## config.mk

```make
export PLATFORM = sky130hd
export DESIGN_NAME = mem_port_arbiter
export DESIGN_NICKNAME = d
export VERILOG_FILES = /design/src/rtl/mem_arb_pkg.sv /design/src/rtl/rr_arbiter.sv /design/src/rtl/mem_port_arbiter.sv
export SDC_FILE = /design/constraint.sdc
export NUM_CORES = 1
export LEC_CHECK = 0
export ABC_AREA = 1
export CAP_MARGIN = 0
export CORE_MARGIN = 1.5
export CORE_UTILIZATION = 50
export DETAILED_ROUTE_END_ITERATION = 8
export PLACE_DENSITY = 0.83
export SLEW_MARGIN = 10
export SYNTH_ARGS = -nofsm -noshare
export SYNTH_HDL_FRONTEND = slang
export SYNTH_SLANG_ARGS = --single-unit
```

## constraint.sdc

```tcl
create_clock -name clk -period 9.6 [get_ports clk]
set_input_delay 1.92 -clock clk [delete_from_list [all_inputs] [get_ports clk]]
set_output_delay 1.92 -clock clk [all_outputs]
set_load 0.02 [all_outputs]
```

## src/rtl/mem_arb_pkg.sv

```systemverilog
// mem_arb_pkg: shared types and widths for the memory port arbiter.
// Holds the arbiter FSM state type and the byte/length/word widths.
package mem_arb_pkg;

    localparam int BYTE_W = 8;
    localparam int LEN_W  = 2;
    localparam int WORD_W = 32;

    typedef enum logic [1:0] {
        ST_IDLE = 2'd0,
        ST_XFER = 2'd1,
        ST_DONE = 2'd2
    } state_t;

endpackage

```

## src/rtl/rr_arbiter.sv

```systemverilog
// rr_arbiter: combinational round-robin grant selection.
// Searches from i_ptr upward (wrapping) and reports one past the winner.
module rr_arbiter #(
    parameter int N  = 3,
    parameter int PW = (N > 1) ? $clog2(N) : 1
) (
    input  logic [N-1:0]  i_req,
    input  logic [PW-1:0] i_ptr,
    output logic [N-1:0]  o_gnt,
    output logic [PW-1:0] o_ptr_nxt,
    output logic          o_any
);

    // pick the first requester at or after the pointer, wrapping round
    always_comb begin
        int v_c;
        int v_idx;
        int v_nxt;
        o_any = 1'b0;
        v_c   = 0;
        v_idx = 0;
        v_nxt = 0;
        for (int k = 0; k < N; k++) begin
            v_c = int'(i_ptr) + k;
            if (v_c >= N) v_c = v_c - N;
            for (int j = 0; j < N; j++) begin
                if (!o_any && j == v_c && i_req[j]) begin
                    o_any = 1'b1;
                    v_idx = j;
                end
            end
        end
        v_nxt = v_idx + 1;
        if (v_nxt == N) v_nxt = 0;
        o_gnt     = o_any ? (N'(1) << v_idx) : '0;
        o_ptr_nxt = o_any ? PW'(v_nxt) : i_ptr;
    end

endmodule

```

## src/rtl/mem_port_arbiter.sv

```systemverilog
// mem_port_arbiter: shares one byte-wide memory port among read/write clients.
// Define MEM_ARB_WPRIO_EN to let any pending write win over all reads.
module mem_port_arbiter
    import mem_arb_pkg::*;
#(
    parameter int N_RPORT = 2,
    parameter int N_WPORT = 1,
    parameter int ADDR_W  = 32
) (
    input  logic                        clk,
    input  logic                        rst,
    input  logic [N_RPORT-1:0]          c_re,
    input  logic [N_RPORT*ADDR_W-1:0]   c_raddr,
    input  logic [N_RPORT*2-1:0]        c_rlen,
    output logic [N_RPORT*32-1:0]       c_rdata,
    output logic [N_RPORT-1:0]          c_rack,
    input  logic [N_WPORT-1:0]          c_we,
    input  logic [N_WPORT*ADDR_W-1:0]   c_waddr,
    input  logic [N_WPORT*2-1:0]        c_wlen,
    input  logic [N_WPORT*32-1:0]       c_wdata,
    output logic [N_WPORT-1:0]          c_wack,
    output logic [ADDR_W-1:0]           m_addr,
    output logic                        m_re,
    output logic                        m_we,
    output logic [7:0]                  m_dout,
    input  logic [7:0]                  m_din,
    input  logic                        m_ack
);

    localparam int NA = N_RPORT + N_WPORT;
    localparam int PW = (NA > 1) ? $clog2(NA) : 1;

    state_t r_state;
    state_t w_next;

    logic [PW-1:0]           r_ptr;
    logic [PW-1:0]           r_port;
    logic [PW-1:0]           w_ptr_nxt;
    logic [PW-1:0]           w_g_port;
    logic                    r_wr;
    logic                    w_g_wr;
    logic                    w_any;
    logic                    w_take;
    logic                    w_step;
    logic                    w_last;
    logic [NA-1:0]           w_req;
    logic [NA-1:0]           w_gnt;
    logic [N_RPORT-1:0]      w_rpend;
    logic [N_RPORT-1:0]      r_rack;
    logic [N_WPORT-1:0]      w_wpend;
    logic [N_WPORT-1:0]      r_wack;
    logic [ADDR_W-1:0]       r_base;
    logic [ADDR_W-1:0]       w_g_addr;
    logic [LEN_W-1:0]        r_len;
    logic [LEN_W-1:0]        r_cnt;
    logic [LEN_W-1:0]        w_g_len;
    logic [WORD_W-1:0]       r_wdata;
    logic [WORD_W-1:0]       w_g_wdata;
    logic [WORD_W-1:0]       r_buf;
    logic [WORD_W-1:0]       w_word;
    logic [N_RPORT*WORD_W-1:0] r_rdata;
    logic                    r_mre;
    logic                    r_mwe;

    // a port stops counting as pending in the cycle its ack is shown
    assign w_rpend = c_re & ~r_rack;
    assign w_wpend = c_we & ~r_wack;

`ifdef MEM_ARB_WPRIO_EN
    assign w_req = (|w_wpend) ? {w_wpend, {N_RPORT{1'b0}}}
                              : {{N_WPORT{1'b0}}, w_rpend};
`else
    assign w_req = {w_wpend, w_rpend};
`endif

    rr_arbiter #(
        .N  (NA),
        .PW (PW)
    ) u_rr (
        .i_req     (w_req),
        .i_ptr     (r_ptr),
        .o_gnt     (w_gnt),
        .o_ptr_nxt (w_ptr_nxt),
        .o_any     (w_any)
    );

    // route the granted port's request fields to the latch inputs
    always_comb begin
        w_g_addr  = '0;
        w_g_len   = '0;
        w_g_wdata = '0;
        w_g_wr    = 1'b0;
        w_g_port  = '0;
        for (int i = 0; i < N_RPORT; i++) begin
            if (w_gnt[i]) begin
                w_g_addr = c_raddr[i*ADDR_W +: ADDR_W];
                w_g_len  = c_rlen[i*2 +: 2];
                w_g_port = PW'(i);
            end
        end
        for (int j = 0; j < N_WPORT; j++) begin
            if (w_gnt[N_RPORT+j]) begin
                w_g_addr  = c_waddr[j*ADDR_W +: ADDR_W];
                w_g_len   = c_wlen[j*2 +: 2];
                w_g_wdata = c_wdata[j*32 +: 32];
                w_g_wr    = 1'b1;
                w_g_port  = PW'(j);
            end
        end
    end

    assign w_word  = r_buf | (WORD_W'(m_din) << {r_cnt, 3'b000});
    assign m_re    = r_mre;
    assign m_we    = r_mwe;
    assign m_addr  = (r_mre | r_mwe) ? r_base + ADDR_W'(r_cnt) : '0;
    assign m_dout  = r_mwe ? r_wdata[{r_cnt, 3'b000} +: BYTE_W] : '0;
    assign c_rdata = r_rdata;
    assign c_rack  = r_rack;
    assign c_wack  = r_wack;

    // state register
    always_ff @(posedge clk or posedge rst) begin
        if (rst) r_state <= ST_IDLE;
        else     r_state <= w_next;
    end

    // next state and per-cycle control strobes
    always_comb begin
        w_next = r_state;
        w_take = 1'b0;
        w_step = 1'b0;
        w_last = 1'b0;
        unique case (r_state)
            ST_IDLE: begin
                if (w_any) begin
                    w_take = 1'b1;
                    w_next = ST_XFER;
                end
            end
            ST_XFER: begin
                if (m_ack) begin
                    w_step = 1'b1;
                    if (r_cnt == r_len) begin
                        w_last = 1'b1;
                        w_next = ST_DONE;
                    end
                end
            end
            ST_DONE: w_next = ST_IDLE;
            default: w_next = ST_IDLE;
        endcase
    end

    // transfer datapath: latch on grant, step per byte, publish on last
    always_ff @(posedge clk or posedge rst) begin
        if (rst) begin
            r_ptr   <= '0;
            r_port  <= '0;
            r_wr    <= 1'b0;
            r_base  <= '0;
            r_len   <= '0;
            r_cnt   <= '0;
            r_wdata <= '0;
            r_buf   <= '0;
            r_rdata <= '0;
            r_rack  <= '0;
            r_wack  <= '0;
            r_mre   <= 1'b0;
            r_mwe   <= 1'b0;
        end else begin
            r_rack <= '0;
            r_wack <= '0;
            if (w_take) begin
                r_ptr   <= w_ptr_nxt;
                r_port  <= w_g_port;
                r_wr    <= w_g_wr;
                r_base  <= w_g_addr;
                r_len   <= w_g_len;
                r_wdata <= w_g_wdata;
                r_cnt   <= '0;
                r_buf   <= '0;
                r_mre   <= ~w_g_wr;
                r_mwe   <= w_g_wr;
            end
            if (w_step) begin
                if (!r_wr) r_buf <= w_word;
                if (w_last) begin
                    r_mre <= 1'b0;
                    r_mwe <= 1'b0;
                    for (int i = 0; i < N_RPORT; i++) begin
                        if (!r_wr && r_port == PW'(i)) begin
                            r_rack[i] <= 1'b1;
                            r_rdata[i*WORD_W +: WORD_W] <= w_word;
                        end
                    end
                    for (int j = 0; j < N_WPORT; j++) begin
                        if (r_wr && r_port == PW'(j)) r_wack[j] <= 1'b1;
                    end
                end else begin
                    r_cnt <= r_cnt + 1'b1;
                end
            end
        end
    end

endmodule

```

After elaboration in Yosys (flattened, before gate mapping)
Cells that the tools add are included.
{"block": "op_classes", "shifts": 3, "reduce_logical": 38, "order_cmp": 3, "n_addsub": 8, "n_eq_ne": 13, "n_bitwise": 7, "mux": 64}
{"op": "$mux W32", "n": 11}
{"op": "$eq A2 B32 Y1 const A", "n": 3}
{"op": "$eq A3 B32 Y1 const A", "n": 3}
{"op": "$logic_not A32 Y1", "n": 3}
{"op": "$ge A32 B3 Y1 const B", "n": 2}
{"op": "$sub A32 B3 Y32 const B", "n": 2}
{"op": "$mux W2", "n": 20}
{"op": "$add A32 B2 Y32", "n": 1}
{"op": "$or A32 B32 Y32", "n": 1}
{"op": "$shiftx A32 B6 Y8", "n": 1}
{"op": "$shl A8 B5 Y32", "n": 1}
{"op": "$mux W1", "n": 30}
{"op": "$logic_and A1 B1 Y1", "n": 20}
{"op": "$logic_not A1 Y1", "n": 9}
{"op": "$reduce_and A3 Y1", "n": 3}
{"op": "$mux W8", "n": 1}
{"op": "$add A2 B1 Y3 const B", "n": 2}
{"op": "$eq A2 B1 Y1 const B", "n": 2}
{"op": "$logic_not A2 Y1", "n": 2}
{"op": "$ne A2 B2 Y1 const B", "n": 2}
{"op": "$pmux W2 S2", "n": 1}
{"op": "$add A2 B2 Y3 const B", "n": 1}
{"op": "$eq A3 B2 Y1 const B", "n": 1}
{"op": "$mux W3", "n": 1}
{"op": "other kinds (12)", "n": 13}
{"block": "word_totals", "ff_bits": 176, "input_bits": 148, "elab_cells": 151}

Longest topological paths before layout
{"block": "logic_depth", "word_depth": 44, "depth_mapped": 15}

Hierarchy
Synthesis repeated with hierarchy kept, for this count alone.
{"block": "hier_totals", "cells_unflattened": 1208, "area_unflattened_um2": 9233.9}
{"module": "mem_port_arbiter", "area_each_um2": 9029.9, "cells_per_inst": 1168, "seq_area_each_um2": 4379.2, "n_inst": 1}
{"module": "rr_arbiter", "area_each_um2": 203.9, "cells_per_inst": 40, "seq_area_each_um2": 0.0, "n_inst": 1}

Worst setup path after synthesis
OpenSTA, ideal clock, no wires.
{"block": "synth_path", "kind": "register to output", "startpoint": "reg r_base[0]", "endpoint": "out m_addr[30]", "arrival_time_ns": 1.881, "required_ns": 7.680, "n_path_buf": 0, "path_slack_ns": 5.799, "path_stages_with_launch": 10, "cell_sequence": "dfrtp_1 -> ha_1 -> fa_1 -> nand2_1 -> nor2_2 -> nand2_1 -> nor3_2 -> nand2_1 -> or2_0 -> a21oi_1"}
{"block": "synth_between", "elab_chain_cells": 2}
{"item": "from (decl)", "line": "mem_port_arbiter.sv:52", "source": "logic [ADDR_W-1:0] r_base;"}
{"item": "from (signal assigned)", "line": "mem_port_arbiter.sv:177", "source": "r_base <= w_g_addr;"}
{"item": "$add A32 B2 Y32", "line": "mem_port_arbiter.sv:115", "source": "assign m_addr = (r_mre | r_mwe) ? r_base + ADDR_W'(r_cnt) : '0;"}
{"item": "$mux W32", "line": "mem_port_arbiter.sv:115"}
{"item": "to (decl)", "line": "mem_port_arbiter.sv:22", "source": "output logic [ADDR_W-1:0] m_addr,"}
No other way between the ends.

Final worst setup path
{"block": "layout_path", "startpoint": "reg r_base[0]", "endpoint": "out m_addr[24]"}
Same word-level chain as after synthesis.

==> results.ini <==
[run_status]
status=finished clean

[synthesis]
synthCells=1220
synthesis.area_mm2=0.009138
syn_nets=1374
ys_seq_elements=175
syn_area_per_cell_um2=7.490
synth_top_area_share=0.4793
yosys_warnings=0
ys_seq_area_frac=0.4793
synth_area_leaders=dfrtp_1 (48%), nand2_1 (18%), o21ai_0 (5.2%), inv_1 (4.9%), nand3_1 (4.3%)
synth_area_leader_cell=dfrtp_1
ys_types=34

[hold_path]
hp-class=register to register
whs_path_depth=2

[grt]
track_usage=0.2941
grt_pass1_wl_mm=45.13
grt_pass1_vias=8589
grt_start_max_net_pins=115
antenna_found_initial=0
gr-total-overflow=0

[timing]
hold_viol_final=0
final-setup-viol-count=0
max_slew.worst_pin.slew_ns=1.039
fin_tns_setup_ns=0
fin_crit_sh=0.5298
maxSlewHeadroom=0.3074
skew_ns=0.01226
period_needed_ns=5.086
rsz0062_at_grt=no
finalMaxSlewViolations=0
fmax_ghz=0.1966

[critical_path]
crit_arrival_ns=3.17
r2r_cells=12
cp.required_ns=7.68
critPathMaxFanout=5
criticalPathCategory=register to primary output
cp-end-kind=primary output
critPathLaunchType=register

[floorplanning]
io_pins=257
rows=49
coreArea_mm2=0.01796
die-height_um=138.2
initial_utilization=0.5087
die_x_um=138.2
fp.dieArea_mm2=0.01910

[power]
p_leak_nw=5.718
peakVddDrop_mv=0.2041
power_mw=3.966
power_density_mw_per_mm2=320.1

[cells_and_area]
areaGrowthSynthToFinish_pct=35.59
final_core_util=0.6897
final_cell_area_mm2=0.01239
nets=1593
layout-drive-gt1-share=0.05165
diodes=0
fillers=1506

[route]
firstDrtPassIters=5
routedWlPerCell_um=16.47
ant_nets=0
wirelength_mm=27.69
vias=8879
drc_errors=0
via_per_inst=5.282
drt_iter0_drc=655

[clocking]
cts_tree=built
cts.sinks=175
cts_buffer_depth=2
cts_hold_buf=0
htreeDepth=4
cts-root-buf=clkbuf_16
cts-resized-gates=0
clk_pin_slew_ns=0.07
clock_latency_ns=0.44
post-cts-setup-buffers=0
cts_buffers=17

[placement]
gp_congestion=0.9195
portBuffers=256
place_area_mm2=0.01176
hpwl_mm=19.23

[flow_run]
max-cap-violations=0

-- layer usage --
metal | track usage | up-vias | wire, µm
li1 | - | 4321 | -
met1 | 0.3982 | 4139 | 11890
met2 | 0.4753 | 373 | 13190
met3 | 0.06027 | 46 | 2007
met4 | 0.09861 | 0 | 601
met5 | 0 | - | 0
-- Yosys cell counts --
| library cell | n |
|---|---|
| fa_1 | 1 |
| nand2_1 | 438 |
| o21ai_1 | 13 |
| nand2_2 | 5 |
| o21ai_2 | 1 |
| buf_4 | 8 |
| ha_1 | 5 |
| a31o_2 | 8 |
| nor3_2 | 4 |
| nand3b_1 | 1 |
| a21oi_2 | 1 |
| dfrtp_1 | 175 |
| inv_2 | 6 |
| nor3_1 | 17 |
| nand3_1 | 78 |
| a31oi_1 | 9 |
| nor4_1 | 5 |
| nand4_1 | 12 |
| nor3_4 | 3 |
| nor2_1 | 49 |
| xnor2_1 | 8 |
| nor2_2 | 3 |
| buf_1 | 4 |
| nand3_2 | 1 |
| nor2_4 | 2 |
| xor2_1 | 8 |
| clkbuf_1 | 28 |
| or2_0 | 1 |
| inv_1 | 120 |
| o21bai_1 | 17 |
| nor3b_1 | 2 |
| buf_2 | 23 |
| o21ai_0 | 95 |
| a21oi_1 | 69 |
-- layout by cell type (no fill, tap or decap), types with 2 or more instances in the layout --
master,Yosys,routed
nand2_2,5,4
dfrtp_1,175,175
buf_4,8,7
o21ai_0,95,95
xor2_1,8,8
a31oi_1,9,9
nor2_2,3,3
clkdlybuf4s50_1,0,256
nand4_1,12,12
inv_8,0,5
a31o_2,8,8
nand2_1,438,438
nor2_4,2,3
nor3b_1,2,2
ha_1,5,5
nor3_1,17,17
inv_2,6,6
inv_1,120,119
a21oi_1,69,69
nor2_1,49,48
nand3_1,78,78
clkinv_8,0,4
nor3_2,4,4
o21ai_1,13,13
o21bai_1,17,17
nor4_1,5,5
inv_6,0,4
nor3_4,3,3
clkbuf_16,0,17
xnor2_1,8,8
-- metrics by stage --
| stage | hold WS, ns | std cells | setup WS (ns) |
|---|---|---|---|
| final | 0.4789 | 1681 | 4.514 |
| after CTS | 0.4813 | 1681 | 4.501 |
| after floorplan | 0.4438 | 1220 | 2.935 |
| after global placement | 0.4587 | 1649 | 4.966 |
| after global routing | 0.5084 | 1681 | 4.300 |
| after detailed placement | 0.4606 | 1649 | 4.881 |
-- power by group --
part           switching (mW)  internal, mW  leakage [nW]
clock                   0.351         0.381         0.306
sequential              0.193         0.991          2.34
combinational            1.33         0.722          3.07
total                    1.87          2.09          5.72
-- critical path: stages, from the launching register on --
cell             delay (ns)
dfrtp_1                0.35
ha_1                   0.19
fa_1                   0.29
nand2_1                0.11
nor2_2                 0.18
nand2_1                0.18
nor2_1                 0.32
nand2_1                0.13
xor2_1                 0.15
nor2_1                 0.17
clkdlybuf4s50_1        0.64
-- registers in the layout (all words and copies together), names as in the netlist --
| register | flops |
|---|---|
| r_wr | 1 |
| r_port | 1 |
| r_state | 2 |
| c_rdata | 64 |
| r_wdata | 32 |
| m_re | 1 |
| c_wack | 1 |
| c_rack | 2 |
| m_we | 1 |
| r_ptr | 2 |
| r_base | 32 |
| r_buf | 32 |
| r_cnt | 2 |
| r_len | 2 |
-- final cells by class --
cell class,count,area [µm²],area share
Clock buffer,17,425.4,0.03434
Clock inverter,15,202.7,0.01636
Inverter,126,478.0,0.03858
Multi-Input combinational cell,856,4003,0.3231
Sequential cell,175,4379,0.3535
Tap cell,229,286.5,0.02313
Timing Repair Buffer,263,2615,0.2111
-- worst paths after layout --
| check | start | endpoint | slack [ns] |
|---|---|---|---|
| min | r_wdata[1]$_DFFE_PP0P_ | r_wdata[1]$_DFFE_PP0P_ | 0.48 |
| min reg2reg | r_wdata[1]$_DFFE_PP0P_ | r_wdata[1]$_DFFE_PP0P_ | 0.48 |
| min in group asynchronous | rst | r_base[17]$_DFFE_PP0P_ | 2.12 |
| max | r_base[0]$_DFFE_PP0P_ | m_addr[24] | 4.51 |
| max in group asynchronous | rst | r_cnt[1]$_DFF_PP0_ | 6.10 |
| max reg2reg | r_ptr[0]$_DFFE_PP0P_ | r_wdata[20]$_DFFE_PP0P_ | 6.44 |
-- kinds of logic (layout without fill, tap and decap cells) --
logic type               Yosys count  in the layout  synth area share
XOR/XNOR                          16             16           0.01534
AO/OA/AOI/OAI                    213            213            0.1267
AND/OR/NAND/NOR                  621            621            0.2856
buffers and inverters            189            421           0.08407
adder cells (fa/ha/maj)            6              6          0.009037
flip-flops                       175            175            0.4793
Power figures use the tool's default switching activity.
